**config.mk**
```make
export PLATFORM = sky130hd
export DESIGN_NAME = fetch_ctrl
export DESIGN_NICKNAME = d
export VERILOG_FILES = /design/src/rtl/picomips_pkg.sv /design/src/rtl/sw_debounce.sv /design/src/rtl/fetch_ctrl.sv
export SDC_FILE = /design/constraint.sdc
export NUM_CORES = 1
export LEC_CHECK = 0
export ABC_AREA = 0
export CAP_MARGIN = 30
export CORE_AREA = 2 2 39 41
export DETAILED_ROUTE_END_ITERATION = 6
export DIE_AREA = 0 0 41 43
export PLACE_DENSITY = 0.78
export SYNTH_ARGS = -nofsm -noshare
export SYNTH_HDL_FRONTEND = slang
export SYNTH_SLANG_ARGS = --single-unit
```
**constraint.sdc**
```tcl
create_clock -name clk -period 2.7 [get_ports clk]
set_input_delay 0.27 -clock clk [delete_from_list [all_inputs] [get_ports clk]]
set_output_delay 0.27 -clock clk [all_outputs]
set_load 0.02 [all_outputs]
```
**src/rtl/picomips_pkg.sv**
```systemverilog
// Shared picoMIPS types: opcodes, fetch FSM states
// and default instruction geometry.
package picomips_pkg;

    localparam int ISIZE  = 24;
    localparam int OPSIZE = 3;

    typedef enum logic [2:0] {
        OP_NOP   = 3'd0,
        OP_ADD   = 3'd1,
        OP_ADDI  = 3'd2,
        OP_MUL   = 3'd3,
        OP_MULI  = 3'd4,
        OP_WAITH = 3'd5,
        OP_WAITL = 3'd6,
        OP_HALT  = 3'd7
    } opcode_t;

    typedef enum logic [1:0] {
        RUN  = 2'd0,
        WAIT = 2'd1,
        HALT = 2'd2
    } fc_state_t;

    function automatic logic is_wait_op(input opcode_t op);
        return (op == OP_WAITH) || (op == OP_WAITL);
    endfunction

    function automatic logic wait_met(input opcode_t op, input logic go);
        return ((op == OP_WAITH) && go) || ((op == OP_WAITL) && !go);
    endfunction

endpackage

```
**src/rtl/sw_debounce.sv**
```systemverilog
// Two-flop synchroniser followed by a debounce counter
// that only accepts levels stable for DEB cycles.
module sw_debounce #(
    parameter int DEB = 4
) (
    input  logic clk,
    input  logic reset,
    input  logic d_async,
    output logic q
);

    localparam int CW = $clog2(DEB + 1);

    logic          sync1_q, sync1_d;
    logic          sync2_q, sync2_d;
    logic          db_q, db_d;
    logic [CW-1:0] cnt_q, cnt_d;

    always_comb begin
        sync1_d = d_async;
        sync2_d = sync1_q;
        db_d    = db_q;
        cnt_d   = cnt_q;
        if (sync2_q == db_q) begin
            cnt_d = '0;
        end else if (cnt_q == CW'(DEB - 1)) begin
            db_d  = sync2_q;
            cnt_d = '0;
        end else begin
            cnt_d = cnt_q + CW'(1);
        end
    end

    always_ff @(posedge clk or posedge reset) begin
        if (reset) begin
            sync1_q <= 1'b0;
            sync2_q <= 1'b0;
            db_q    <= 1'b0;
            cnt_q   <= '0;
        end else begin
            sync1_q <= sync1_d;
            sync2_q <= sync2_d;
            db_q    <= db_d;
            cnt_q   <= cnt_d;
        end
    end

    assign q = db_q;

endmodule

```
**src/rtl/fetch_ctrl.sv**
```systemverilog
// picoMIPS sequencing controller: decodes the current
// opcode into PC-increment and datapath strobes.
module fetch_ctrl
    import picomips_pkg::*;
#(
    parameter int Isize  = ISIZE,
    parameter int OPsize = OPSIZE,
    parameter int DEB    = 4
) (
    input  logic             clk,
    input  logic             reset,
    input  logic [Isize-1:0] instr,
    input  logic             sw_go,
    output logic             PCincr,
    output logic             reg_we,
    output logic             imm_sel,
    output logic             alu_op,
    output logic             waiting,
    output logic             halted
);

    opcode_t   op;
    fc_state_t state_q, state_d;
    logic      go_db;
    logic      pc_s, we_s, imm_s, alu_s;
    logic      unused_operands;

    assign op = opcode_t'(instr[Isize-1 -: OPsize]);
    assign unused_operands = ^instr[Isize-OPsize-1:0];

    sw_debounce #(
        .DEB(DEB)
    ) u_deb (
        .clk    (clk),
        .reset  (reset),
        .d_async(sw_go),
        .q      (go_db)
    );

    always_ff @(posedge clk or posedge reset) begin
        if (reset) begin
            state_q <= RUN;
        end else begin
            state_q <= state_d;
        end
    end

    always_comb begin
        state_d = state_q;
        unique case (state_q)
            RUN: begin
                if (op == OP_HALT) begin
                    state_d = HALT;
                end else if (is_wait_op(op) && !wait_met(op, go_db)) begin
                    state_d = WAIT;
                end
            end
            // a non-wait opcode here means corrupted memory: resume
            WAIT: begin
                if (!is_wait_op(op) || wait_met(op, go_db)) begin
                    state_d = RUN;
                end
            end
            HALT:    state_d = HALT;
            default: state_d = RUN;
        endcase
    end

    always_comb begin
        pc_s  = 1'b0;
        we_s  = 1'b0;
        imm_s = 1'b0;
        alu_s = 1'b0;
        unique case (state_q)
            RUN: begin
                unique case (op)
                    OP_NOP: pc_s = 1'b1;
                    OP_ADD, OP_ADDI, OP_MUL, OP_MULI: begin
                        pc_s  = 1'b1;
                        we_s  = 1'b1;
                        imm_s = (op == OP_ADDI) || (op == OP_MULI);
                        alu_s = (op == OP_MUL) || (op == OP_MULI);
                    end
                    OP_WAITH, OP_WAITL: pc_s = wait_met(op, go_db);
                    default: pc_s = 1'b0;
                endcase
            end
            WAIT:    pc_s = wait_met(op, go_db);
            default: pc_s = 1'b0;
        endcase
    end

    assign PCincr  = pc_s  & ~reset;
    assign reg_we  = we_s  & ~reset;
    assign imm_sel = imm_s & ~reset;
    assign alu_op  = alu_s & ~reset;
    assign waiting = (state_q == WAIT) & ~reset;
    assign halted  = (state_q == HALT) & ~reset;

endmodule

```
# Word level (Yosys, flattened, before mapping)
# Cells that the tools add are included.
# word_totals
in_bits,27
register_bits,8
wordCells,59
# op_classes
add_sub_neg,1
eq_ne,13
mux,14
bitwise,8
reduce_logical,18
# ops
operator,count
3-bit == test (second input constant),4
3-bit by 2-bit == test with 1-bit output (second input constant),3
1-bit bitwise AND,6
1-bit 2-to-1 mux,6
2-bit 2-to-1 mux,3
3-bit 2-to-1 mux,2
2-bit case mux with 3 select lines,1
1-bit logical OR,5
5-bit OR reduction,1
1-bit case mux with 2 select lines,2
2-bit AND reduction,2
4-bit OR reduction,1
3-bit by 1-bit adder with 3-bit output (second input constant),1
3-bit by 1-bit == test with 1-bit output (second input constant),1
1-bit logical AND,3
1-bit zero test,3
3-bit zero test,1
3-bit != test (second input constant),1
2-bit by 1-bit == test with 1-bit output (second input constant),1
2-bit == test (second input constant),1
2-bit zero test,1
2-bit != test (second input constant),1
1-bit inverter,2
2-bit OR reduction,1
1-bit == test,1

# Depth between registers and ports, before layout
# Gate-level depths: netlist of the first run.
# depth
depth_word,8
depth_mapped,4
mapped_depth_nobuf,3

# By module
# A second synthesis of the first run with hierarchy kept.
# hier_totals
hier_cells,39
hier_area_um2,442.9
# modules_own_cells
module,seq_area_each_um2,cells_per_inst,instances,area_per_inst_um2
fetch_ctrl,50.0,25,1,222.7
sw_debounce,150.1,14,1,220.2

# Worst setup path after synthesis of the first run
# No wires, ideal clock.
# synth_timing
kind,register to output
start,register state_q[0]
end,output alu_op
n_path_buf,0
arrival_ns,1.157
path_stages_with_launch,3
t_required_ns,2.430
slack_ns,1.273
path_cell_list,dfrtp_1 -> or3_4 -> a21oi_1
# synth_via
elab_chain_len,3
# synth_lines
element,line,text
"start, declared",fetch_ctrl.sv:23,"fc_state_t state_q, state_d;"
"start signal, assigned",fetch_ctrl.sv:44,state_q <= state_d;
2-bit zero test,fetch_ctrl.sv:74,unique case (state_q)
1-bit 2-to-1 mux,fetch_ctrl.sv:74,
1-bit bitwise AND,fetch_ctrl.sv:96,assign alu_op = alu_s & ~reset;
"end, declared",fetch_ctrl.sv:17,"output logic alu_op,"
# Every way passes these cells.

# Worst setup path after layout of the first run
# layout_timing
start,input instr[22]
end,output PCincr
# layout_via
elab_chain_len,6
# layout_lines
element,line,text
"start, declared",fetch_ctrl.sv:12,"input logic [Isize-1:0] instr,"
"parallel branches: the longest is 4 deep, another holds 5-bit OR reduction",--,
1-bit case mux with 2 select lines (*),fetch_ctrl.sv:74,
1-bit bitwise AND (*),fetch_ctrl.sv:93,assign PCincr = pc_s & ~reset;
"end, declared",fetch_ctrl.sv:14,"output logic PCincr,"
# Mark *: on every way between the ends.

==> out/qor.yml, run 1 <==
timing:
  worst_slack_ps: 467
  hold_slack_ps: 350
  grt_setup_unrepaired: "no"
  skew_ps: 1.05
  fmax_mhz: 448
  setup_viol: 0
  worst_pin_slew_ps: 297
  finalCritPeriodShare_pct: 82.7
  relSlewSlack_pct: 80.1
  slew_viol_final: 0
  period_minus_slack_ps: 2230
  hold_viol: 0
  finalSetupTns_ps: 0
placed_design:
  port_buffers: 11
  pre_cts_slack_ps: 465
  place_inst: 68
  placed_area_um2: 552
  gp_congestion: 0.639
pwr:
  power_density_nw_per_um2: 716
  power_leakage_nw: 0.232
  vdd_drop_max_mv: 0.320
routing:
  vias: 331
  wirelength_um: 713
  wl_per_cell_um: 10.0
  first_iter_violations: 5
  viasPerCell: 4.66
  first_pass_iters: 4
  drc: 0
  antenna_left: 0
layout:
  fill_cells: 145
  finalNonFillerCells: 71
  antenna_cells: 0
  fin_area_um2: 574
  num-nets-final: 85
  synthToLayoutAreaGrowth_pct: 34.6
  post_route_cells_drive_above_1_share_pct: 14.5
die:
  num_rows: 14
  ios: 33
  die_y_um: 43
  die_x_um: 41
  die_area_um2: 1760
  coreArea_um2: 1380
  initial_core_util_pct: 30.8
yosys:
  synth_nets: 70
  ys_ff_latch: 8
  yosysWarnings: 0
  synth.distinct_cells: 22
  postSynthCellCount: 42
  synth_top_cells_by_area: "dfrtp_1 47%, nor3b_1 7.0%, nor2_1 4.4%"
  synth-main-ff-cell: "dfrtp_1"
  synth_top_area_share_pct: 46.9
  yosys-top-cells-count: "8 x dfrtp_1, 5 x nor2_1, 4 x nor3b_1"
  synthMostInstantiatedCell: "dfrtp_1"
  synthArstFlopShare_pct: 100
  synth.largest_area_cell: "dfrtp_1"
  synth_edf_count: 0
  synth.avg_cell_area_um2: 10.2
  ys_seq_area_share_pct: 46.9
  synthesis.area_um2: 427
global_routing:
  grt_max_degree: 9
  grt_pass1_vias: 300
  overflow: 0
  grt_usage_pct: 10.5
  grt_pass1_wl_um: 1180
  antenna_found_initial: 0
run:
  cap_viol_max_count: 0
worst_setup_path:
  crit_type: "input port to output pin"
  rr_worst_depth: 3
  crit_start: "instr[22]"
  regToRegSetupSlack_ps: 1540
  crit_end: "PCincr"
  critPathArrivalTime_ps: 1960
  r2r_end: "u_deb.q"
  critPathLaunchType: "input port"
  cp_max_fo: 8
  critPathCaptureType: "output pin"
  r2r-start: "u_deb.cnt_q[0]"
  required_ps: 2430
clocking:
  numCtsBuffers: 3
  worstSkewPairLatency_ps: 250
  clkSlewWorstSetupHoldPaths_ps: 50
  holdBufCountCts: 0
  cts_root_buf: "clkbuf_4"
  clock-sinks: 8
  clockBufferDepth: 2
  cts.repair.resized: 0
  htreeDepth: 1
  post_cts_buffers: 0
  cts_tree: "built"
min_path:
  hold_path_class: "flop to flop"
  whs_path_depth: 0
outcome:
  status: "completed"
-- state kept, by name, indices dropped and copies added, names as in the netlist --
name / cells
u_deb.cnt_q: 3
state_q: 2
u_deb.sync1_q: 1
u_deb.sync2_q: 1
u_deb.q: 1
-- worst min path at each step --
stage / startpoint / endpoint / slack [ps]
after global routing: u_deb.sync1_q / u_deb.sync2_q / 360
after detailed placement: u_deb.sync1_q / u_deb.sync2_q / 340
after global placement: u_deb.sync1_q / u_deb.sync2_q / 340
after CTS: u_deb.sync1_q / u_deb.sync2_q / 350
after floorplan: reset / state_q[0] / 90
final: u_deb.sync1_q / u_deb.sync2_q / 350
-- where the power goes --
part / leakage (nW) / switching [W] / internal (W)
logic: 0.120 / 0.0000635 / 0.0000774
registers: 0.0985 / 0.0000318 / 0.000149
clock network: 0.0138 / 0.0000382 / 0.0000507
total: 0.232 / 0.000134 / 0.000278
-- metrics by stage --
step | total power [W] | util [%]
final | 0.000411 | 41.5
after global routing | 0.000451 | 41.5
after CTS | 0.000419 | 41.5
after detailed placement | 0.000325 | 39.9
after global placement | 0.000319 | 39.9
after floorplan | 0.000276 | -
-- cells by family (layout without fill, tap and decap cells) --
kind of cell / count (synthesis) / in the layout / share of synthesized area (%)
XOR/XNOR: 3 / 3 / 6.16
adder cells (fa/ha/maj): 1 / 1 / 2.93
multiplexers: 1 / 1 / 2.64
AND/OR/NAND/NOR: 19 / 19 / 27.9
flip-flops: 8 / 8 / 46.9
buffers and inverters: 3 / 16 / 3.81
AO/OA/AOI/OAI: 7 / 7 / 9.68
-- placed cells by master, fill, tap and decap left out, drive strengths merged, types with 2 or more instances in the layout --
cell,count
clkbuf,3
nor2,5
a31oi,2
nor2b,2
nor3b,4
dfrtp,8
clkdlybuf4s50,11
nor3,2
a21oi,3
nand2,2
xnor2,2
-- layer usage --
layer | up-vias | routed length [µm] | part of all wire (%) | GRT usage [%]
li1 | 171 | - | - | -
met1 | 149 | 328 | 46 | 11.8
met2 | 11 | 326 | 46 | 14.4
met3 | 0 | 58 | 8.1 | 3.66
met4 | 0 | 0 | 0 | 10.0
met5 | - | 0 | 0 | 0
-- final cells by class --
type | instances | area (µm²) | area share, %
Multi-Input combinational cell | 31 | 210 | 36.6
Sequential cell | 8 | 200 | 34.9
Timing Repair Buffer | 12 | 118 | 20.5
Clock buffer | 3 | 22.5 | 3.92
Tap cell | 16 | 20.0 | 3.49
Inverter | 1 | 3.75 | 0.654
-- critical path: stages --
cell,delay (ps)
clkdlybuf4s50_1,620
o21ai_1,100
a211o_1,290
nor2_1,80
clkdlybuf4s50_1,600
Power figures use the tool's default switching activity.
==> run 2: changes to the inputs <==
--- a/config.mk
+++ b/config.mk
@@ -7,10 +7,10 @@
 export LEC_CHECK = 0
 export ABC_AREA = 0
 export CAP_MARGIN = 30
-export CORE_AREA = 2 2 39 41
+export CORE_MARGIN = 1
+export CORE_UTILIZATION = 28
 export DETAILED_ROUTE_END_ITERATION = 6
-export DIE_AREA = 0 0 41 43
-export PLACE_DENSITY = 0.78
+export PLACE_DENSITY = 0.72
 export SYNTH_ARGS = -nofsm -noshare
 export SYNTH_HDL_FRONTEND = slang
 export SYNTH_SLANG_ARGS = --single-unit
==> constraint.sdc (replaced) <==
create_clock -name clk -period 1.95 [get_ports clk]
set_input_delay 0.195 -clock clk [delete_from_list [all_inputs] [get_ports clk]]
set_output_delay 0.195 -clock clk [all_outputs]
set_load 0.02 [all_outputs]
==> run 2 against run 1 <==
Combinational power rose by 40%. First-iteration DRC count fell by 20%. Clock-buffer cell count did not move. Global-route usage rose by 0.66 points. Die area fell by 4.5%. Routed wire length rose by 3.8%. Cell area rose by 5.4%. Core utilization rose by 2.8 points. Total power rose by 38%. Clock skew rose by 2.9 ps. Non-clock buffer count rose by 5. Sequential power rose by 36%. Largest cell class unchanged. Largest power group unchanged. Highest routed layer is now met4.
==> out/qor.yml, run 2 (synthesis gave the netlist of run 1 again) <==
outcome:
  status: "completed"
routing:
  wirelength_um: 740
  vias: 354
  drc: 0
  viasPerCell: 4.72
  first_pass_iters: 4
  antenna_left: 0
  first_iter_violations: 4
  wl_per_cell_um: 9.87
placed_design:
  gp_congestion: 0.652
  port_buffers: 11
  hpwl_um: 576
worst_setup_path:
  regToRegSetupSlack_ps: 800
  crit_slowest_cell: "clkdlybuf4s50_1"
  cp_top_family: "buffers and inverters"
  r2r_end: "u_deb.q"
  critPathCaptureType: "output pin"
  rr_worst_depth: 3
  cp_cell_sequence: "clkdlybuf4s50_1 > buf_4 > nor3b_1 > clkdlybuf4s50_1"
  crit_type: "input port to output pin"
  cp_max_fo: 3
  max_stage_delay_ps: 630
  crit_path_frequent_cell: "clkdlybuf4s50_1"
  critPathLaunchType: "input port"
  required_ps: 1750
  worst-path-buf-inv: 3
  critPathArrivalTime_ps: 1590
  r2r-start: "u_deb.cnt_q[0]"
  cp_num_cells: 4
layout:
  num-nets-final: 90
  largest_reg_flops: 3
  synthToLayoutAreaGrowth_pct: 41.9
  antenna_cells: 0
  post_route_cells_drive_above_1_share_pct: 21.7
  final_common_cell: "dfrtp_1"
  top_register: "u_deb.cnt_q"
  top_regs: "u_deb.cnt_q (3), state_q (2)"
  layout_common_cells: "8 x dfrtp_1, 7 x clkdlybuf4s50_1, 6 x buf_4"
die:
  ios: 33
  die_x_um: 41.0
  die_y_um: 41.0
  coreArea_um2: 1370
  initial_core_util_pct: 31.2
  die_area_um2: 1680
  num_rows: 13
clocking:
  worstSkewPairLatency_ps: 250
  numCtsBuffers: 3
  clkSlewWorstSetupHoldPaths_ps: 50
  cts_root_buf: "clkbuf_4"
  htreeDepth: 1
  clock-sinks: 8
  cts_tree: "built"
  clockBufferDepth: 2
min_path:
  min_to: "u_deb.sync2_q"
  whs_path_depth: 0
  hold_path_class: "flop to flop"
  min-delay-start: "u_deb.sync1_q"
global_routing:
  grt_max_degree: 9
  grt_usage_pct: 11.2
  overflow: 0
  grt_pass1_wl_um: 1150
  grt_pass1_vias: 304
  antenna_found_initial: 0
timing:
  period_minus_slack_ps: 1790
  slew_viol_final: 0
  finalSetupTns_ps: 0
  setup_viol: 0
  relSlewSlack_pct: 80.8
  hold_viol: 0
  grt_setup_unrepaired: "no"
  fmax_mhz: 560
  skew_ps: 3.91
  worst_pin_slew_ps: 288
  finalCritPeriodShare_pct: 91.6
pwr:
  power_leakage_nw: 0.275
  fin_total_pwr_w: 0.000569
  power_density_nw_per_um2: 939
  vdd_drop_max_mv: 0.426
run:
  cap_viol_max_count: 0
run 2: changes by cell type in the layout (fill, tap and decap cells not counted), sizes merged:
cell / previous run / this run
buf: 1 / 6
dlygate4sd2: 0 / 4
clkdlybuf4s50: 11 / 7
run 2: through the flow:
stage,setup WS (ps),instance area [µm²],util (%),cells,hold slack [ps]
2_1_floorplan,598,427,-,42,10.7
3_3_place_gp,-17.7,588,43.0,72,340
3_5_place_dp,-11.9,588,43.0,72,349
4_1_cts,147,606,44.3,75,360
5_1_grt,87.4,606,44.3,75,367
6_report,164,606,44.3,75,354
run 2: final cells by class:
| class | count | area [µm²] |
|---|---|---|
| multi-input combinational | 31 | 210 |
| tap | 15 | 18.8 |
| timing repair buffer | 17 | 150 |
| sequential | 8 | 200 |
| inverter | 1 | 3.75 |
| clock buffer | 3 | 22.5 |
| fill | 138 | 761 |
run 2: layer usage:
metal  vias to the layer above  track usage (%)  routed length, µm
li1                        182                -                  -
met3                         2             3.26                 33
met2                        11             17.2                338
met4                         0             10.0                 17
met1                       159             12.2                351
met5                         -                0                  0
run 2: worst register-to-register path, stage by stage (launching register included):
cell     delay (ps)
dfrtp_1         350
ha_1            160
nor2b_1         190
mux2_2          350
run 2: worst max path at each step:
stage / end / slack, ps / start
2_1_floorplan: alu_op / 600 / state_q[0]
3_3_place_gp: PCincr / -20 / instr[22]
3_5_place_dp: PCincr / -10 / instr[22]
4_1_cts: waiting / 150 / reset
5_1_grt: halted / 90 / reset
6_report: waiting / 160 / reset
run 2: report_power, final:
| group | internal, W | switching (W) |
|---|---|---|
| Sequential | 0.000207 | 0.0000402 |
| Clock | 0.0000702 | 0.0000536 |
| Combinational | 0.000108 | 0.0000899 |
run 2: what timing repair did:
item | 4_1_cts | 5_1_grt
setup buffers | 0 | 0
endpoints found under the hold margin | 0 | 0
gates resized for setup | 4 | 0
setup endpoints to repair | 4 | 0
hold buffers | 0 | 0
